**src/rtl/stopwatch_pkg.sv**
```systemverilog
// Shared constants for the stopwatch/timer datapath: digit width, count
// direction encoding and the standard per-digit maxima for MM:SS and HH:MM.
package stopwatch_pkg;

  localparam int DIGIT_W_DEF = 4;

  localparam logic DIR_UP   = 1'b0;
  localparam logic DIR_DOWN = 1'b1;

  // HH:MM needs a separate 23:59 hour-limit check outside the counter chain.
  localparam logic [15:0] MAX_MMSS = 16'h5959;
  localparam logic [15:0] MAX_HHMM = 16'h2359;

endpackage : stopwatch_pkg

```
**src/rtl/bcd_digit.sv**
```systemverilog
// One digit of the cascaded counter: counts 0..MAX up or down when stepped
// with carry/borrow in, and reports carry/borrow out combinationally.
module bcd_digit
  import stopwatch_pkg::*;
#(
  parameter int           W   = DIGIT_W_DEF,
  parameter logic [W-1:0] MAX = W'(9)
) (
  input  logic         i_clk,
  input  logic         rst_n,
  input  logic         i_step,
  input  logic         i_dir,
  input  logic         i_cin,
  input  logic         i_clear,
  input  logic         i_load,
  input  logic [W-1:0] i_load_val,
  output logic [W-1:0] o_value,
  output logic         o_cout
);

  localparam logic [W-1:0] ONE = W'(1);

  logic [W-1:0] value_q;
  logic [W-1:0] value_d;
  logic         at_limit;

  // The limit that generates carry/borrow depends on direction: MAX going up,
  // zero going down.
  always_comb begin
    at_limit = (i_dir == DIR_DOWN) ? (value_q == '0) : (value_q == MAX);
    o_cout   = i_cin & at_limit;
  end

  always_comb begin
    value_d = value_q;
    if (i_clear) begin
      value_d = '0;
    end else if (i_load) begin
      value_d = (i_load_val > MAX) ? MAX : i_load_val;
    end else if (i_step && i_cin) begin
      if (i_dir == DIR_DOWN) begin
        value_d = at_limit ? MAX : value_q - ONE;
      end else begin
        value_d = at_limit ? '0 : value_q + ONE;
      end
    end
  end

  // NOTE: state registers use non-blocking assignment only; all next-state
  // math lives in always_comb so the flop block stays a plain D/reset mux.
  always_ff @(posedge i_clk) begin
    if (!rst_n) begin
      value_q <= '0;
    end else begin
      value_q <= value_d;
    end
  end

  assign o_value = value_q;

endmodule : bcd_digit

```
**src/rtl/bcd_counter_chain.sv**
```systemverilog
// Multi-digit cascaded BCD counter on a single clock, advanced by a one-cycle
// tick; owns the chain-level wrap pulse and sticky down-count done flag.
module bcd_counter_chain
  import stopwatch_pkg::*;
#(
  parameter int                          N_DIGITS  = 4,
  parameter int                          DIGIT_W   = DIGIT_W_DEF,
  parameter logic [N_DIGITS*DIGIT_W-1:0] DIGIT_MAX = MAX_MMSS,
  parameter bit                          DOWN_WRAP = 1'b0
) (
  input  logic                          i_clk,
  input  logic                          rst_n,
  input  logic                          i_tick,
  input  logic                          i_run,
  input  logic                          i_dir,
  input  logic                          i_clear,
  input  logic                          i_load,
  input  logic [N_DIGITS*DIGIT_W-1:0]   i_load_val,
  output logic [N_DIGITS*DIGIT_W-1:0]   o_count,
  output logic                          o_wrap,
  output logic                          o_zero,
  output logic                          o_done
);

  localparam int                TW        = N_DIGITS * DIGIT_W;
  localparam logic [TW-1:0]     COUNT_ONE = TW'(1);

  logic [TW-1:0] count;
  logic          chain_cout;
  logic          all_zero;
  logic          is_down;
  logic          step_req;
  logic          hold_at_zero;
  logic          step_en;
  logic          wrap_q, wrap_d;
  logic          done_q, done_d;

  // Each digit gets its own carry signal so the ripple path is a simple
  // chain of distinct nets; the whole chain still settles within one cycle.
  for (genvar k = 0; k < N_DIGITS; k++) begin : g_digit
    logic cin;
    logic cout;

    if (k == 0) begin : g_lsd
      assign cin = 1'b1;
    end else begin : g_chain
      assign cin = g_digit[k-1].cout;
    end

    if (k == N_DIGITS - 1) begin : g_msd
      assign chain_cout = cout;
    end

    bcd_digit #(
      .W   (DIGIT_W),
      .MAX (DIGIT_MAX[k*DIGIT_W +: DIGIT_W])
    ) u_digit (
      .i_clk      (i_clk),
      .rst_n      (rst_n),
      .i_step     (step_en),
      .i_dir      (i_dir),
      .i_cin      (cin),
      .i_clear    (i_clear),
      .i_load     (i_load),
      .i_load_val (i_load_val[k*DIGIT_W +: DIGIT_W]),
      .o_value    (count[k*DIGIT_W +: DIGIT_W]),
      .o_cout     (cout)
    );
  end

  always_comb begin
    all_zero     = (count == '0);
    is_down      = (i_dir == DIR_DOWN);
    step_req     = i_tick & i_run & ~i_clear & ~i_load;
    // Saturating mode freezes the chain at zero instead of borrowing through.
    hold_at_zero = is_down & all_zero & ~DOWN_WRAP;
    step_en      = step_req & ~hold_at_zero;

    wrap_d = step_en & chain_cout;

    done_d = done_q;
    if (i_clear || i_load) begin
      done_d = 1'b0;
    end else if (step_req && is_down && !DOWN_WRAP && (all_zero || count == COUNT_ONE)) begin
      done_d = 1'b1;
    end
  end

  always_ff @(posedge i_clk) begin
    if (!rst_n) begin
      wrap_q <= 1'b0;
      done_q <= 1'b0;
    end else begin
      wrap_q <= wrap_d;
      done_q <= done_d;
    end
  end

  assign o_count = count;
  assign o_wrap  = wrap_q;
  assign o_done  = done_q;
  assign o_zero  = all_zero;

endmodule : bcd_counter_chain

```
**config.mk**
```make
export PLATFORM = sky130hd
export DESIGN_NAME = bcd_counter_chain
export DESIGN_NICKNAME = d
export VERILOG_FILES = /design/src/rtl/stopwatch_pkg.sv /design/src/rtl/bcd_digit.sv /design/src/rtl/bcd_counter_chain.sv
export SDC_FILE = /design/constraint.sdc
export NUM_CORES = 1
export LEC_CHECK = 0
export CAP_MARGIN = 20
export CORE_AREA = 2 2 86 88
export DETAILED_ROUTE_END_ITERATION = 10
export DIE_AREA = 0 0 88 90
export SYNTH_ARGS = -nofsm -noshare
export SYNTH_HDL_FRONTEND = slang
export SYNTH_SLANG_ARGS = --single-unit
```
**constraint.sdc**
```tcl
create_clock -name i_clk -period 5.22 [get_ports i_clk]
set_clock_uncertainty 0.2 [all_clocks]
set_input_delay 1.044 -clock i_clk [delete_from_list [all_inputs] [get_ports i_clk]]
set_output_delay 1.044 -clock i_clk [all_outputs]
set_load 0.02 [all_outputs]
```
==> run_summary.xml <==
<?xml version="1.0" encoding="UTF-8"?>
<metrics>
  <group name="run_status">
    <metric name="status" unit="">finished, final reports clean</metric>
  </group>
  <group name="detailed_routing">
    <metric name="detail-route-antenna-nets" unit="">0</metric>
    <metric name="drt_pre_antenna_iters" unit="">4</metric>
    <metric name="route.vias.total" unit="">1719</metric>
    <metric name="routed_via_count_divided_by_cell_count" unit="">4.97</metric>
    <metric name="drtIter0Drc" unit="">190</metric>
    <metric name="totalWireLength" unit="mm">4.90</metric>
    <metric name="drc" unit="">0</metric>
    <metric name="drt-wirelength-per-cell" unit="microns">14.1</metric>
  </group>
  <group name="finish">
    <metric name="area.growth.synth_to_final" unit="%">30.5</metric>
    <metric name="drive_gt1_frac" unit="">0.0567</metric>
    <metric name="fin_cells" unit="">346</metric>
    <metric name="antenna_cells" unit="">0</metric>
    <metric name="finish.net_count" unit="">286</metric>
  </group>
  <group name="logic_synthesis">
    <metric name="muxShareOfSynthArea" unit="">0.0299</metric>
    <metric name="yosys.area_share.xor_xnor" unit="">0.0306</metric>
    <metric name="synthArstFlopShare" unit="">0</metric>
    <metric name="synth.cell_area" unit="sq um">1720</metric>
    <metric name="post_synth_num_cell_types" unit="">57</metric>
    <metric name="syn_inst" unit="">214</metric>
    <metric name="synth-warning-count" unit="">0</metric>
    <metric name="dominant_cell_by_count_in_the_synthesized_netlist" unit="">sky130_fd_sc_hd__dfxtp_1</metric>
    <metric name="ys_seq_elements" unit="">18</metric>
    <metric name="ys_top_cells_by_count" unit="">sky130_fd_sc_hd__dfxtp_1, sky130_fd_sc_hd__a21oi_1, sky130_fd_sc_hd__nand2_1</metric>
    <metric name="avgSynthCellArea" unit="sq um">8.02</metric>
    <metric name="synth-edff-count" unit="">0</metric>
    <metric name="synth_simple_gate_area_frac" unit="">0.292</metric>
    <metric name="synth-seq-area-share" unit="">0.210</metric>
    <metric name="synth_compound_area_frac" unit="">0.272</metric>
    <metric name="netlist.top_cell.by_area" unit="">sky130_fd_sc_hd__dfxtp_1</metric>
    <metric name="synth_top_area_frac" unit="">0.210</metric>
    <metric name="synth_nets" unit="">251</metric>
    <metric name="yosys.area_share.adder" unit="">0.102</metric>
    <metric name="largest_family_of_logic_cells_by_synthesized_area" unit="">simple AND/OR/NAND/NOR gates</metric>
    <metric name="synth_area_leaders" unit="">sky130_fd_sc_hd__dfxtp_1, sky130_fd_sc_hd__ha_1, sky130_fd_sc_hd__a21oi_1, sky130_fd_sc_hd__a211oi_1, sky130_fd_sc_hd__nand2_1</metric>
    <metric name="dominantRegCellSynth" unit="">sky130_fd_sc_hd__dfxtp_1</metric>
  </group>
  <group name="timing">
    <metric name="setup_slack" unit="ns">1.71</metric>
    <metric name="worst_slew_margin_rel" unit="">0.434</metric>
    <metric name="final.hold.worst_slack" unit="ns">0.287</metric>
    <metric name="slew_viol_final" unit="">0</metric>
    <metric name="final_worst_path_period_need" unit="ns">3.51</metric>
    <metric name="post-route-period-util" unit="">0.672</metric>
    <metric name="fmax" unit="GHz">0.285</metric>
    <metric name="hold_viol" unit="">0</metric>
    <metric name="worst_pin_slew" unit="ns">0.846</metric>
    <metric name="grt_setup_unrepaired" unit="">false</metric>
    <metric name="timing.final.setup_violations" unit="">0</metric>
    <metric name="setup_tns" unit="ns">0</metric>
  </group>
  <group name="clock_network">
    <metric name="post_cts_hold_buffer_count" unit="">0</metric>
    <metric name="cts_tree" unit="">done</metric>
    <metric name="clock_path_buffers" unit="">2</metric>
    <metric name="clock_sink_count" unit="">18</metric>
    <metric name="cts-htree-levels" unit="">1</metric>
    <metric name="clk_pin_slew_worst_paths" unit="ns">0.08</metric>
    <metric name="clock_insertion_delay_worst_skew" unit="ns">0.25</metric>
    <metric name="cts_resized" unit="">0</metric>
    <metric name="postCtsSetupBuffers" unit="">0</metric>
    <metric name="clk_tree_root_cell" unit="">sky130_fd_sc_hd__clkbuf_8</metric>
    <metric name="numCtsBuffers" unit="">3</metric>
  </group>
  <group name="global_route">
    <metric name="wire_length_of_the_first_global_routing_pass" unit="mm">8.12</metric>
    <metric name="grt_antenna_before_repair" unit="">0</metric>
    <metric name="grt_start_max_net_pins" unit="">21</metric>
    <metric name="grt-ovfl-total" unit="">0</metric>
    <metric name="via_count_of_the_first_global_routing_pass" unit="">1602</metric>
    <metric name="grt.total_usage" unit="">0.127</metric>
  </group>
  <group name="die">
    <metric name="die_w" unit="microns">88</metric>
    <metric name="chipHeight" unit="microns">90</metric>
    <metric name="core_area" unit="sq um">7020</metric>
    <metric name="initial_util" unit="">0.244</metric>
    <metric name="area_of_the_die" unit="sq um">7920</metric>
    <metric name="ios" unit="">42</metric>
    <metric name="placementRows" unit="">31</metric>
  </group>
  <group name="placed_design">
    <metric name="io_buffer_count" unit="">41</metric>
    <metric name="place_inst" unit="">343</metric>
    <metric name="gpl.final_weighted_congestion" unit="">0.851</metric>
    <metric name="hpwl_after_detailed_placement" unit="mm">3.67</metric>
    <metric name="pre_cts_slack" unit="ns">1.56</metric>
  </group>
  <group name="critical_path">
    <metric name="critical_path.n_buffers_inverters" unit="">2</metric>
    <metric name="crit-reg2reg-launch" unit="">g_digit[0].u_digit.o_value[1]$_SDFFE_PP0P_</metric>
    <metric name="cpMaxStageDelayCell" unit="">sky130_fd_sc_hd__dfxtp_1</metric>
    <metric name="worstSetupStartpointType" unit="">register</metric>
    <metric name="critical_path_arrival" unit="ns">2.27</metric>
    <metric name="critical_path.cell_chain" unit="">inv_1 -&gt; ha_1 -&gt; and4bb_2 -&gt; and2_1 -&gt; and3b_1 -&gt; clkdlybuf4s50_1</metric>
    <metric name="timing.critical_path.fanout_max" unit="">9</metric>
    <metric name="critical_path_required" unit="ns">3.98</metric>
    <metric name="critical_path.top_delay_family" unit="">buffers and inverters</metric>
    <metric name="crit_path_max_incr_delay" unit="ns">0.53</metric>
    <metric name="critPathLaunch" unit="">g_digit[2].u_digit.o_value[0]$_SDFFE_PP0P_</metric>
    <metric name="timing.critical_path.to_type" unit="">output port</metric>
    <metric name="worstSetupPathType" unit="">register to output port</metric>
  </group>
  <group name="pwr">
    <metric name="max_vdd_drop" unit="V">0.0000800</metric>
    <metric name="power_density" unit="nW/um^2">170</metric>
    <metric name="power.static_leakage" unit="nW">0.793</metric>
    <metric name="p_total" unit="uW">381</metric>
  </group>
  <group name="hold_path">
    <metric name="hold_start" unit="">o_done$_SDFFE_PP0P_</metric>
    <metric name="hold_path_class" unit="">register to register</metric>
  </group>
  <group name="run">
    <metric name="cap_violations" unit="">0</metric>
  </group>
</metrics>
power breakdown:
| part | internal [mW] | switching, mW | leakage (nW) |
|---|---|---|---|
| logic | 0.0610 | 0.0657 | 0.624 |
| registers | 0.142 | 0.0115 | 0.147 |
| clock network | 0.0513 | 0.0493 | 0.0216 |
stage by stage:
stage                util  instance area, sq um
CTS                 0.319                  2240
finish              0.319                  2240
floorplan               -                  1720
detailed placement  0.313                  2200
global route        0.319                  2240
global placement    0.313                  2200
layout make-up:
| type | count | area (sq um) |
|---|---|---|
| repair buffers | 42 | 418 |
| well taps | 99 | 124 |
| flip-flops and latches | 18 | 360 |
| multi-input cells | 171 | 1250 |
| fillers | 746 | 4780 |
| clock buffers | 3 | 41.3 |
| inverters | 13 | 48.8 |
worst paths after layout:
kind                                                                   end  slack [ns]  cells after the start
worst min register to register                         o_done$_SDFFE_PP0P_        0.29                      2
worst max register to register  g_digit[2].u_digit.o_value[2]$_SDFFE_PP0P_        2.65                      7
worst max-delay path                                                o_zero        1.71                      6
worst min-delay path                                   o_done$_SDFFE_PP0P_        0.29                      2
logic make-up after synthesis:
kind of cell,count (synthesis)
muxes,5
DFF,18
xor gates and xnor gates,6
and+or+nand+nor,81
AOI/OAI and AO/OA,65
buffers and inverters,25
adders and majority gates,14
placed cells by master (no fill, tap or decap), types with 3 or more instances in the layout:
cell type and n:
sky130_fd_sc_hd__clkdlybuf4s50_1 41, sky130_fd_sc_hd__dfxtp_1 18, sky130_fd_sc_hd__nand2_1 15, sky130_fd_sc_hd__a21oi_1 15
sky130_fd_sc_hd__ha_1 14, sky130_fd_sc_hd__inv_1 12, sky130_fd_sc_hd__nor2_1 12, sky130_fd_sc_hd__o21ai_0 11
sky130_fd_sc_hd__nor3_1 9, sky130_fd_sc_hd__a211oi_1 9, sky130_fd_sc_hd__nor2b_1 8, sky130_fd_sc_hd__nand3_1 6
sky130_fd_sc_hd__xnor2_1 5, sky130_fd_sc_hd__nand4_1 4, sky130_fd_sc_hd__mux2i_1 4, sky130_fd_sc_hd__a31oi_1 4
sky130_fd_sc_hd__and2_1 3, sky130_fd_sc_hd__nand3b_1 3, sky130_fd_sc_hd__o211ai_1 3, sky130_fd_sc_hd__o21a_1 3
sky130_fd_sc_hd__nand2b_1 3, sky130_fd_sc_hd__a211o_1 3, sky130_fd_sc_hd__clkbuf_8 3
state kept, by name (all words and copies together) (netlist names):
name                     cells
g_digit.u_digit.o_value     16
o_done                       1
o_wrap                       1
tightest hold or removal path: cells and delay by family, from the launching register on:
family	cells	cell delay [ns]
AOI/OAI and AO/OA	1	0.05
and+or+nand+nor	1	0.07
DFF	1	0.34
per-layer routing:
metal	wire, microns	track usage	share of wire
met5	0	0	0
met1	2320	0.188	0.47
met4	33	0.0359	0.0067
met3	337	0.0211	0.069
met2	2210	0.186	0.45
No activity file was read; power rests on OpenSTA's default activity.
